**src/rtl/sccb_config_sequencer.sv**
```systemverilog
// Camera register-table sequencer: walks a sync ROM, issues SCCB writes with
// NACK retry, executes programmable delays, and stops at an end marker or table end.
//
// state    | meaning
// IDLE     | waiting for start after reset
// FETCH    | rom_addr presented, ROM read in flight
// DECODE   | rom_data classified as write, delay or end marker
// WRITE    | wr_valid held until the master accepts
// WAIT_ACK | waiting for wr_done, retry on NACK
// DELAY    | delay down-counter running
// FINISH   | table complete, done held
// FAIL     | retries exhausted, error held
module sccb_config_sequencer #(
  parameter int ADDR_W     = 8,
  parameter int REG_W      = 8,
  parameter int VAL_W      = 8,
  parameter int DELAY_UNIT = 1024,
  parameter int MAX_RETRY  = 3
) (
  input  logic                   clk,
  input  logic                   rst,
  input  logic                   start,
  output logic [ADDR_W-1:0]      rom_addr,
  input  logic [REG_W+VAL_W-1:0] rom_data,
  output logic                   wr_valid,
  input  logic                   wr_ready,
  output logic [REG_W-1:0]       wr_reg,
  output logic [VAL_W-1:0]       wr_val,
  input  logic                   wr_done,
  input  logic                   wr_nack,
  output logic                   busy,
  output logic                   done,
  output logic                   error,
  output logic [ADDR_W-1:0]      err_index
);

  localparam int CW = VAL_W + $clog2(DELAY_UNIT) + 1;

  typedef enum logic [2:0] {
    S_IDLE, S_FETCH, S_DECODE, S_WRITE, S_WAIT_ACK, S_DELAY, S_FINISH, S_FAIL
  } state_t;

  state_t            state, state_nxt;
  logic [ADDR_W-1:0] index;
  logic [3:0]        retry;
  logic [CW-1:0]     dly_cnt;
  logic [CW-1:0]     dly_load;
  logic [REG_W-1:0]  rom_reg;
  logic [VAL_W-1:0]  rom_val;
  logic              is_marker, is_end, dly_tc, last, can_retry;

  assign rom_reg   = rom_data[REG_W+VAL_W-1:VAL_W];
  assign rom_val   = rom_data[VAL_W-1:0];
  assign is_marker = &rom_reg;
  assign is_end    = is_marker & (&rom_val);
  assign dly_tc    = (dly_cnt == '0);
  assign last      = (index == '1);
  assign can_retry = (retry < 4'(MAX_RETRY));
  assign rom_addr  = index;

  // Loaded as total-1 so the FETCH after the delay lands exactly (val+1)*DELAY_UNIT later.
  assign dly_load = (CW'(rom_val) + CW'(1)) * CW'(DELAY_UNIT) - CW'(1);

  always_ff @(posedge clk) begin
    if (rst) state <= S_IDLE;
    else     state <= state_nxt;
  end

  always_comb begin
    state_nxt = state;
    case (state)
      S_IDLE, S_FINISH, S_FAIL: if (start) state_nxt = S_FETCH;
      S_FETCH:  state_nxt = S_DECODE;
      S_DECODE: begin
        if (!is_marker)  state_nxt = S_WRITE;
        else if (is_end) state_nxt = S_FINISH;
        else             state_nxt = S_DELAY;
      end
      S_WRITE: if (wr_ready) state_nxt = S_WAIT_ACK;
      S_WAIT_ACK: begin
        if (wr_done) begin
          if (!wr_nack)       state_nxt = last ? S_FINISH : S_FETCH;
          else if (can_retry) state_nxt = S_WRITE;
          else                state_nxt = S_FAIL;
        end
      end
      S_DELAY: if (dly_tc) state_nxt = last ? S_FINISH : S_FETCH;
      default: state_nxt = S_IDLE;
    endcase
  end

  always_ff @(posedge clk) begin
    if (rst) begin
      index     <= '0;
      retry     <= '0;
      dly_cnt   <= '0;
      wr_reg    <= '0;
      wr_val    <= '0;
      err_index <= '0;
    end else begin
      case (state)
        S_IDLE, S_FINISH, S_FAIL: begin
          if (start) begin
            index <= '0;
            retry <= '0;
          end
        end
        S_DECODE: begin
          if (!is_marker) begin
            wr_reg <= rom_reg;
            wr_val <= rom_val;
          end else if (!is_end) begin
            dly_cnt <= dly_load;
          end
        end
        S_WAIT_ACK: begin
          if (wr_done) begin
            if (!wr_nack) begin
              retry <= '0;
              if (!last) index <= index + 1'b1;
            end else if (can_retry) begin
              retry <= retry + 1'b1;
            end else begin
              err_index <= index;
            end
          end
        end
        S_DELAY: begin
          if (dly_tc) begin
            retry <= '0;
            if (!last) index <= index + 1'b1;
          end else begin
            dly_cnt <= dly_cnt - 1'b1;
          end
        end
        default: ;
      endcase
    end
  end

  always_comb begin
    wr_valid = 1'b0;
    busy     = 1'b1;
    done     = 1'b0;
    error    = 1'b0;
    case (state)
      S_IDLE:   busy = 1'b0;
      S_WRITE:  wr_valid = 1'b1;
      S_FINISH: begin busy = 1'b0; done = 1'b1; end
      S_FAIL:   begin busy = 1'b0; error = 1'b1; end
      default: ;
    endcase
  end

endmodule

```
**config.mk**
```make
export PLATFORM = sky130hd
export DESIGN_NAME = sccb_config_sequencer
export DESIGN_NICKNAME = d
export VERILOG_FILES = /design/src/rtl/sccb_config_sequencer.sv
export SDC_FILE = /design/constraint.sdc
export NUM_CORES = 1
export LEC_CHECK = 0
export BUFFER_PORTS_ARGS = -buffer_cell sky130_fd_sc_hd__buf_4
export CAP_MARGIN = 20
export CORE_ASPECT_RATIO = 0.75
export CORE_MARGIN = 5
export CORE_UTILIZATION = 45
export DETAILED_ROUTE_END_ITERATION = 10
export HOLD_SLACK_MARGIN = 0.05
export PLACE_DENSITY = 0.64
export SYNTH_ARGS = -nofsm -noshare
export SYNTH_HDL_FRONTEND = slang
export SYNTH_SLANG_ARGS = --single-unit
```
**constraint.sdc**
```tcl
create_clock -name clk -period 3.1 [get_ports clk]
set_input_delay 0.93 -clock clk [delete_from_list [all_inputs] [get_ports clk]]
set_output_delay 0.93 -clock clk [all_outputs]
set_load 0.03 [all_outputs]
```
==> results of run 1 <==
[metal layers]
metal | up-vias | track usage, %
met5 | - | 0
met4 | 0 | 5.619
met3 | 12 | 6.449
met2 | 68 | 30.03
met1 | 1408 | 25.76
li1 | 1523 | -
[worst max-delay path by stage]
| stage | slack [ns] | endpoint |
|---|---|---|
| after floorplan | 0.41 | dly_cnt[1]$_SDFFE_PP0P_ |
| after global placement | 0.34 | dly_cnt[13]$_SDFFE_PP0P_ |
| after detailed placement | 0.27 | dly_cnt[13]$_SDFFE_PP0P_ |
| after CTS | 0.62 | dly_cnt[13]$_SDFFE_PP0P_ |
| after global routing | 0.42 | state[0]$_SDFFE_PP0P_ |
| final | 0.62 | dly_cnt[13]$_SDFFE_PP0P_ |
[power groups by stage]
stage	registers, uW	clock network (uW)	logic [uW]
after floorplan	984	0	492
after global placement	876	0	825
after detailed placement	877	0	834
after CTS	861	626	835
after global routing	870	673	905
final	862	607	834
[cells by family (layout without fill, tap and decap cells)]
group                    after synthesis  count (layout)
adder cells (fa/ha/maj)                4               4
AO/OA/AOI/OAI                         91              91
multiplexers                          13              13
XOR/XNOR                              22              22
flip-flops                            58              58
buffers and inverters                 40              96
AND/OR/NAND/NOR                      172             172
[layout make-up]
class,instances,share of cell area [%]
flip-flops and latches,58,30.39
well taps,84,2.750
clock buffers,9,3.242
multi-input cells,302,47.97
repair buffers,67,13.16
inverters,13,1.277
clock inverters,7,1.212
[worst max-delay path: cells and delay by family]
| family | cells | cell delay [ns] |
|---|---|---|
| AO/OA/AOI/OAI | 4 | 0.71 |
| AND/OR/NAND/NOR | 1 | 0.45 |
| adder cells (fa/ha/maj) | 1 | 0.36 |
| buffers and inverters | 1 | 0.15 |
| XOR/XNOR | 1 | 0.14 |
[per-stage QoR]
| stage | instance area (sq um) | utilization, % | std cells | total power, uW | setup slack (ns) |
|---|---|---|---|---|---|
| floorplan | 3173 | - | 400 | 1477 | 0.4129 |
| global placement | 3651 | 53.44 | 524 | 1701 | 0.3385 |
| detailed placement | 3651 | 53.44 | 524 | 1711 | 0.2652 |
| CTS | 3821 | 55.93 | 540 | 2322 | 0.6218 |
| global route | 3821 | 55.93 | 540 | 2448 | 0.4173 |
| finish | 3821 | 55.93 | 540 | 2304 | 0.6229 |
[placed cells by master, fill, tap and decap left out, drive strengths merged, types with 3 or more instances in the layout]
cell and count:
dfxtp 58, buf 67, a211oi 7, nand4 8, clkinvlp 3, clkinv 4
nor4 5, nor2 49, mux2i 13, or3 5, xnor2 10, nand2 35
nor2b 6, xor2 12, ha 4, o211ai 4, clkbuf 9, and4 3
or4 5, a311oi 4, o31ai 3, o21ai 20, nand3 22, inv 13
a21oi 39, nor3 16, nand2b 5
[cells in the mapped netlist, types with 2 or more instances]
master | count | area share (%)
buf_6 | 3 | 1.1
dfxtp_1 | 58 | 37
nand4b_1 | 2 | 0.55
xor2_1 | 12 | 3.3
a221oi_1 | 2 | 0.55
nor2b_1 | 6 | 1.2
o211ai_1 | 4 | 0.95
nor3_1 | 14 | 2.2
a211oi_1 | 7 | 1.7
a32oi_1 | 2 | 0.55
nor4_2 | 2 | 0.79
clkbuf_1 | 20 | 2.4
buf_2 | 2 | 0.32
nand2b_1 | 5 | 0.99
or2_2 | 2 | 0.39
nor3b_1 | 2 | 0.47
or4_1 | 4 | 0.95
mux2i_1 | 13 | 4.1
xnor2_1 | 10 | 2.8
ha_1 | 4 | 1.6
nor4_1 | 3 | 0.59
nor2_1 | 49 | 5.8
nand2_1 | 35 | 4.1
o21ai_0 | 20 | 3.2
and4_1 | 3 | 0.83
or3_1 | 5 | 0.99
inv_1 | 13 | 1.5
a21oi_1 | 39 | 6.2
nand3_1 | 22 | 3.5
o31ai_1 | 3 | 0.71
nand4_1 | 8 | 1.6
a211o_1 | 2 | 0.55
a311oi_1 | 4 | 1.1
==> results.ini, run 1 <==
[run_status]
status=completed

[routing]
via_per_inst=5.576
drt_iter0_drc=102
ant_nets=0
met1_length_mm=3.871
num_vias=3011
post_drt_wl_per_cell_um=14.76
wl_met3_um=497
drcViolationCount=0
top_layer_used=met4
wl_met2_mm=3.500
drtPass1Iterations=4
totalWireLength_mm=7.970

[power_and_ir_drop]
peakVddDrop_v=0.0003501
p_int_uw=1422
pwr-share-comb_pct=36.2
power_density_nw_per_um2=602.8
seq_power_share_pct=37.4
p_switching_uw=882.0
p_clk_share_pct=26.4
sw_frac_of_total_pct=38.29
p_leak_uw=0.001532

[sta]
slew-limit-headroom_pct=60.57
fmax_mhz=403.7
finalMaxSlewViolations=0
setup_viol=0
rsz0062_at_grt=false
fin_tns_setup_ns=0
hold_ws_ns=0.4504
finalCritPeriodShare_pct=79.91
tightest_slew_ns=0.5869
layout_min_cycle_time_ns=2.477
fin_skew_ns=0.007460
hold_viol=0

[critical_path]
startpoint=rom_data[0]
crit_required_ns=3.37
r2r-start=dly_cnt[11]$_SDFFE_PP0P_
rr_endpoint=state[0]$_SDFFE_PP0P_
worstPathCellList=buf_4 -> ha_1 -> or3b_2 -> a21boi_0 -> o21ai_0 -> xnor2_1 -> a211o_1 -> a21oi_1
r2r_slack_ns=0.64
critPathCaptureType=flop
path_max_fanout=11
r2r_cells=6
crit_type=in2reg
startpoint_type=input port
cp.arrival_ns=2.75
slowest_stage=or3b_2
cp_slowest_stage_delay_ns=0.45

[synth]
synthMuxAreaShare_pct=4.101
ys.flop_type=dfxtp_1
synth_nets=426
async_flop_share_pct=0
avgSynthCellArea_sq_um=7.933
synth_cells=400
synth-simple-area-share_pct=28.23
ys_seq_area_share_pct=36.59
ys.warnings.count=0
synthAdderAreaFrac_pct=1.577
synth_top_family_by_area=simple AND/OR/NAND/NOR gates
synth_edf_count=0
syn_area_sq_um=3173
synthXorXnorAreaFrac_pct=6.073
synth_compound_area_share_pct=17.78
synth_cell_types=53
synth_seq_cells=58

[final_layout]
largest_reg_flops=19
nFillCells=668
n_antenna_cell=0
multiInputGateArea_sq_um=1833
syn2layout_area_growth_pct=20.43
top_register=dly_cnt
layout-drive-gt1-share_pct=20.61
seq_area_sq_um=1161
nNetsFinal=477

[clock_tree]
clk_pin_slew_ns=0.07
post_cts_buffers=0
cts_tree=done
insertion_delay_ns=0.34
post_cts_resized=0
ctsHoldBuffers=0
cts-root-buf=clkbuf_8
h-tree-depth=3
cts.sinks=58
clock_path_buffers=2
cts_made_buffers=9

[flow_run]
max-cap-violations=0

[min_path]
holdPathStages=2
hold_path.class=reg2reg
holdPathEnd=dly_cnt[10]$_SDFFE_PP0P_
hp-start=dly_cnt[10]$_SDFFE_PP0P_

[die]
io_pins=58
initial_utilization_pct=46.45
die_x_um=107.0
core_area_sq_um=6832
rows=26
die_h_um=82.72
die_area_sq_um=8848

[grt]
grt_pass1_vias=2853
grt_max_degree=55
grt_usage_pct=19.34
grt_pass1_wl_mm=13.63
antenna_found_initial=0
overflow=0

[placement]
dp_hpwl_mm=5.796
gp_congestion=0.8626
io_buffers=57

No activity file was read; power rests on OpenSTA's default activity.
==> run 2, diff against run 1 <==
Clock period 3.1 ns to 2.3 ns, I/O delays scaled along.
==> run 2 against run 1 <==
  * Flip-flop and latch count stayed put
  * Hold slack gained 0.0058 ns
  * Final cell count increased by 3.3%
  * Die area is the same
  * Sequential power increased by 38%
  * Sequential share of layout area fell by 1.7 points
  * Register-to-register slack worse by 0.46 ns
  * Worst setup slack got worse by 0.48 ns
  * Non-clock buffer count increased by 18
  * Critical path depth is 5 lower
  * Count of clock-buffer cells in the layout up 1
  * Largest power group unchanged
==> results.ini, run 2 (synthesized netlist as in run 1, its figures left out) <==
[run_status]
status=completed

[sta]
rsz0062_at_grt=false
fin_tns_setup_ns=0  ; unchanged
fmax_mhz=464.2
finalMaxSlewViolations=0  ; unchanged
hold_ws_ns=0.4562  ; +0.005792 ns
fin_skew_ns=0.01257  ; +0.005109 ns
finalCritPeriodShare_pct=93.67
layout_min_cycle_time_ns=2.154
slew-limit-headroom_pct=56.97  ; -3.6 points
setup_viol=0  ; unchanged
tightest_slew_ns=0.6411  ; +0.05418 ns
hold_viol=0  ; unchanged

[final_layout]
mostFrequentLayoutCells=buf_4, dfxtp_1, nor2_1
nNetsFinal=495  ; +3.8%
largest_reg_flops=19  ; unchanged
layout_commonest_cell=buf_4
syn2layout_area_growth_pct=27.52
n_antenna_cell=0  ; unchanged
top_register=dly_cnt
layout-drive-gt1-share_pct=24.26  ; +3.6 points

[clock_tree]
clk_pin_slew_ns=0.07  ; about the same
cts_tree=done
cts.sinks=58  ; unchanged
clock_path_buffers=2  ; unchanged
ctsHoldBuffers=0  ; unchanged
insertion_delay_ns=0.35  ; about the same
post_cts_buffers=0  ; unchanged
post_cts_resized=0  ; unchanged
cts_made_buffers=9  ; unchanged
cts-root-buf=clkbuf_8
h-tree-depth=3  ; unchanged

[placement]
dp_hpwl_mm=6.087  ; +5.0%
gp_congestion=0.8825  ; +2.3%
io_buffers=57  ; unchanged

[die]
die_area_sq_um=8848  ; unchanged
initial_utilization_pct=46.45  ; unchanged
io_pins=58  ; unchanged
core_area_sq_um=6832  ; unchanged
die_x_um=107.0  ; unchanged
die_h_um=82.72  ; unchanged
rows=26  ; unchanged

[critical_path]
cp.arrival_ns=1.46  ; -1.29 ns
critPathCaptureType=output port
crit_type=reg2out
startpoint_type=flop
path_max_fanout=12  ; +1
crit_required_ns=1.61  ; -1.76 ns

[routing]
drt_iter0_drc=169  ; +66%
post_drt_wl_per_cell_um=14.87  ; +0.74%
drtPass1Iterations=4  ; unchanged
num_vias=3109  ; +3.3%
via_per_inst=5.572  ; about the same
totalWireLength_mm=8.297  ; +4.1%
ant_nets=0  ; unchanged
drcViolationCount=0  ; unchanged

[min_path]
hold_path.class=reg2reg

[grt]
grt_max_degree=54  ; -1.8%
overflow=0  ; unchanged
grt_pass1_wl_mm=13.88  ; +1.9%
grt_usage_pct=19.72  ; +0.38 points
grt_pass1_vias=2860  ; +0.25%
antenna_found_initial=0  ; unchanged

[power_and_ir_drop]
power_density_nw_per_um2=851.2  ; +41%
p_leak_uw=0.001657  ; +8.1%
peakVddDrop_v=0.0003827  ; +9.3%

[flow_run]
max-cap-violations=0  ; unchanged

[run 2: layout make-up]
cell class	instances	area, sq um
Clock inverter	6	88.84
Multi-Input combinational cell	302	1841
Tap cell	84	105.1
Timing Repair Buffer	85	663.1
Inverter	13	48.80
Sequential cell	58	1162
Fill cell	623	2785
Clock buffer	10	137.6
[run 2: worst paths after layout]
check        slack, ns                      end                      from  depth (start not counted)
min               0.46   wr_reg[7]$_SDFFE_PP0P_    wr_reg[7]$_SDFFE_PP0P_                          2
min reg2reg       0.46   wr_reg[7]$_SDFFE_PP0P_    wr_reg[7]$_SDFFE_PP0P_                          2
max reg2reg       0.18  dly_cnt[1]$_SDFFE_PP0P_  dly_cnt[11]$_SDFFE_PP0P_                          6
max               0.15                     busy     state[0]$_SDFFE_PP0P_                          3
[run 2: metrics by stage]
step	total power [uW]	utilization [%]	instance area (sq um)	cells	setup WS, ns
floorplan	1992	-	3183	400	0.005011
global placement	2355	55.86	3816	542	-0.1249
detailed placement	2380	55.86	3816	542	-0.1778
CTS	3462	59.18	4043	558	0.03310
global route	3620	59.23	4046	558	0.007408
finish	3444	59.23	4046	558	0.1457
[run 2: worst max-delay path, stage by stage, from the launching register on]
cell and delay [ns]:
dfxtp_1 0.58, nor3_1 0.14, a21oi_1 0.20, buf_4 0.20
[run 2: routing by layer]
| layer | wire length, um | track usage, % | vias to the layer above |
|---|---|---|---|
| met5 | 0 | 0 | - |
| met3 | 447 | 4.507 | 9 |
| li1 | - | - | 1563 |
| met2 | 3631 | 30.21 | 72 |
| met1 | 4111 | 27.65 | 1465 |
| met4 | 106 | 6.130 | 0 |
[run 2: power breakdown]
group | switching (uW) | internal (uW) | total, uW
registers | 94.6 | 1100 | 1190
clock network | 442 | 641 | 1080
logic | 673 | 495 | 1170
==> run 3, diff against run 2 <==
Settings changed: BUFFER_PORTS_ARGS -buffer_cell sky130_fd_sc_hd__buf_4 to default, CORE_MARGIN 5 to default, DONT_BUFFER_PORTS from default to 1, PLACE_DENSITY 0.64 to 0.57.
==> run 3 against run 2 <==
  * Clock power about the same
  * Flip-flop and latch count is the same
  * Critical endpoint is now rom_addr[5]$_SDFFE_PP0P_
  * Cell area is 10% lower
  * Final cell count decreased by 9.9%
  * Via count fell by 7.3%
  * Largest cell class unchanged
  * Total power down 6.2%
  * Critical path depth up 3
  * Worst setup slack better by 0.030 ns
  * Utilization shrank 5.9 points
  * Register-to-register slack barely moved
==> results.ini, run 3 (synthesized netlist as in run 1, its figures left out) <==
[placement]
dp_hpwl_mm=5.792  ; -4.9%
placed_area_sq_um=3398  ; -11%
gp_congestion=0.8481  ; -3.9%
io_buffers=0  ; -100%

[flow_run]
max-cap-violations=0  ; unchanged

[final_layout]
nFillCells=668  ; +7.2%
largest_reg_flops=19  ; unchanged
layout_commonest_cell=dfxtp_1
syn2layout_area_growth_pct=14.24
nNetsFinal=441  ; -11%
n_antenna_cell=0  ; unchanged
design_area_sq_um=3625  ; -10%
layout-drive-gt1-share_pct=13.84  ; -10 points
top_register=dly_cnt
mostFrequentLayoutCells=dfxtp_1, nor2_1, a21oi_1

[sta]
rsz0062_at_grt=false
slew-limit-headroom_pct=60.58  ; +3.6 points
fmax_mhz=470.7  ; +1.4%
fin_tns_setup_ns=0  ; unchanged
finalMaxSlewViolations=0  ; unchanged
finalCritPeriodShare_pct=92.38  ; -1.3 points
layout_min_cycle_time_ns=2.125  ; -0.02965 ns
fin_skew_ns=0.01316  ; +0.0005905 ns
tightest_slew_ns=0.5873  ; -0.05373 ns
hold_ws_ns=0.4130  ; -0.04318 ns
hold_viol=0  ; unchanged
setup_viol=0  ; unchanged

[clock_tree]
insertion_delay_ns=0.34  ; about the same
clk_pin_slew_ns=0.07  ; about the same
cts-root-buf=clkbuf_8
clock_path_buffers=2  ; unchanged
cts_made_buffers=9  ; unchanged
post_cts_buffers=0  ; unchanged
h-tree-depth=3  ; unchanged
post_cts_resized=0  ; unchanged
cts_tree=done
cts.sinks=58  ; unchanged
ctsHoldBuffers=0  ; unchanged

[routing]
totalWireLength_mm=7.729  ; -6.8%
via_per_inst=5.728  ; +2.8%
num_vias=2881  ; -7.3%
ant_nets=0  ; unchanged
drtPass1Iterations=4  ; unchanged
post_drt_wl_per_cell_um=15.37  ; +3.3%
drt_iter0_drc=139  ; -18%
drcViolationCount=0  ; unchanged

[die]
initial_utilization_pct=46.67  ; +0.22 points
io_pins=58  ; unchanged
die_h_um=74.72  ; -9.7%
die_area_sq_um=7394  ; -16%
core_area_sq_um=6799  ; -0.48%
rows=26  ; unchanged
die_x_um=98.96  ; -7.5%

[power_and_ir_drop]
power_density_nw_per_um2=891.0  ; +4.7%
p_leak_uw=0.001372  ; -17%
peakVddDrop_v=0.0004808  ; +26%

[grt]
grt_usage_pct=22.48  ; +2.8 points
grt_pass1_vias=2653  ; -7.2%
antenna_found_initial=0  ; unchanged
grt_max_degree=55  ; +1.9%
grt_pass1_wl_mm=13.00  ; -6.4%
overflow=0  ; unchanged

[critical_path]
r2r_slack_ns=0.18  ; about the same
crit_family=simple AND/OR/NAND/NOR gates
r2r_cells=6  ; unchanged
slowest_stage=or4_4
crit_required_ns=2.57  ; +0.96 ns
path_max_fanout=9  ; -3
cp.arrival_ns=2.40  ; +0.94 ns
rr_endpoint=rom_addr[5]$_SDFFE_PP0P_
critPathCaptureType=flop
cp_slowest_stage_delay_ns=0.56  ; -0.02 ns
worst-path-buf-inv=0  ; -1
r2r-start=dly_cnt[11]$_SDFFE_PP0P_
crit_type=reg2reg
worstPathCellList=or4_4 -> nor3_4 -> a31o_4 -> nand3b_4 -> or4_1 -> a21oi_1
startpoint_type=flop

[min_path]
hp-start=rst
holdPathEnd=dly_cnt[8]$_SDFFE_PP0P_
holdPathStages=1  ; -1
hold_path.class=in2reg

[run_status]
status=completed

run 3: report_power, final:
part           leakage, uW  internal (uW)  switching (uW)  total (uW)
clock network     0.000108            663             408        1070
logic             0.000795            370             477         847
registers         0.000469           1100             213        1310
run 3: final cells by class:
class / instances / area (sq um) / area share, %
clock inverter: 4 / 75.07 / 2.071
sequential: 58 / 1161 / 32.03
inverter: 13 / 48.80 / 1.346
tap: 84 / 105.1 / 2.900
timing repair buffer: 31 / 245.2 / 6.766
clock buffer: 11 / 151.4 / 4.177
multi-input combinational: 302 / 1838 / 50.71
run 3: how the worst max path moves through the flow:
stage	slack [ns]	start	depth (start not counted)	end
6_report	0.18	dly_cnt[11]$_SDFFE_PP0P_	6	rom_addr[5]$_SDFFE_PP0P_
5_1_grt	0.04	dly_cnt[2]$_SDFFE_PP0P_	7	dly_cnt[14]$_SDFFE_PP0P_
4_1_cts	0.18	dly_cnt[11]$_SDFFE_PP0P_	6	rom_addr[5]$_SDFFE_PP0P_
3_5_place_dp	-0.04	rom_data[0]	7	dly_cnt[13]$_SDFFE_PP0P_
3_3_place_gp	0.009	rom_data[0]	7	dly_cnt[13]$_SDFFE_PP0P_
2_1_floorplan	0.005	rom_data[0]	7	dly_cnt[13]$_SDFFE_PP0P_
run 3: per-stage QoR:
step,cells,setup WS (ns),power [uW],utilization (%)
global route,503,0.04296,3409,53.31
floorplan,400,0.005011,1992,-
CTS,503,0.1829,3259,53.31
detailed placement,488,-0.04484,2183,49.98
global placement,488,0.009495,2166,49.98
finish,503,0.1753,3230,53.31
run 3: routing by layer:
metal / vias to the layer above / routed length (um) / track usage [%]
met5: - / 0 / 0
met4: 0 / 39 / 6.136
met3: 4 / 412 / 6.500
met2: 67 / 3379 / 35.43
met1: 1355 / 3898 / 30.43
li1: 1455 / - / -
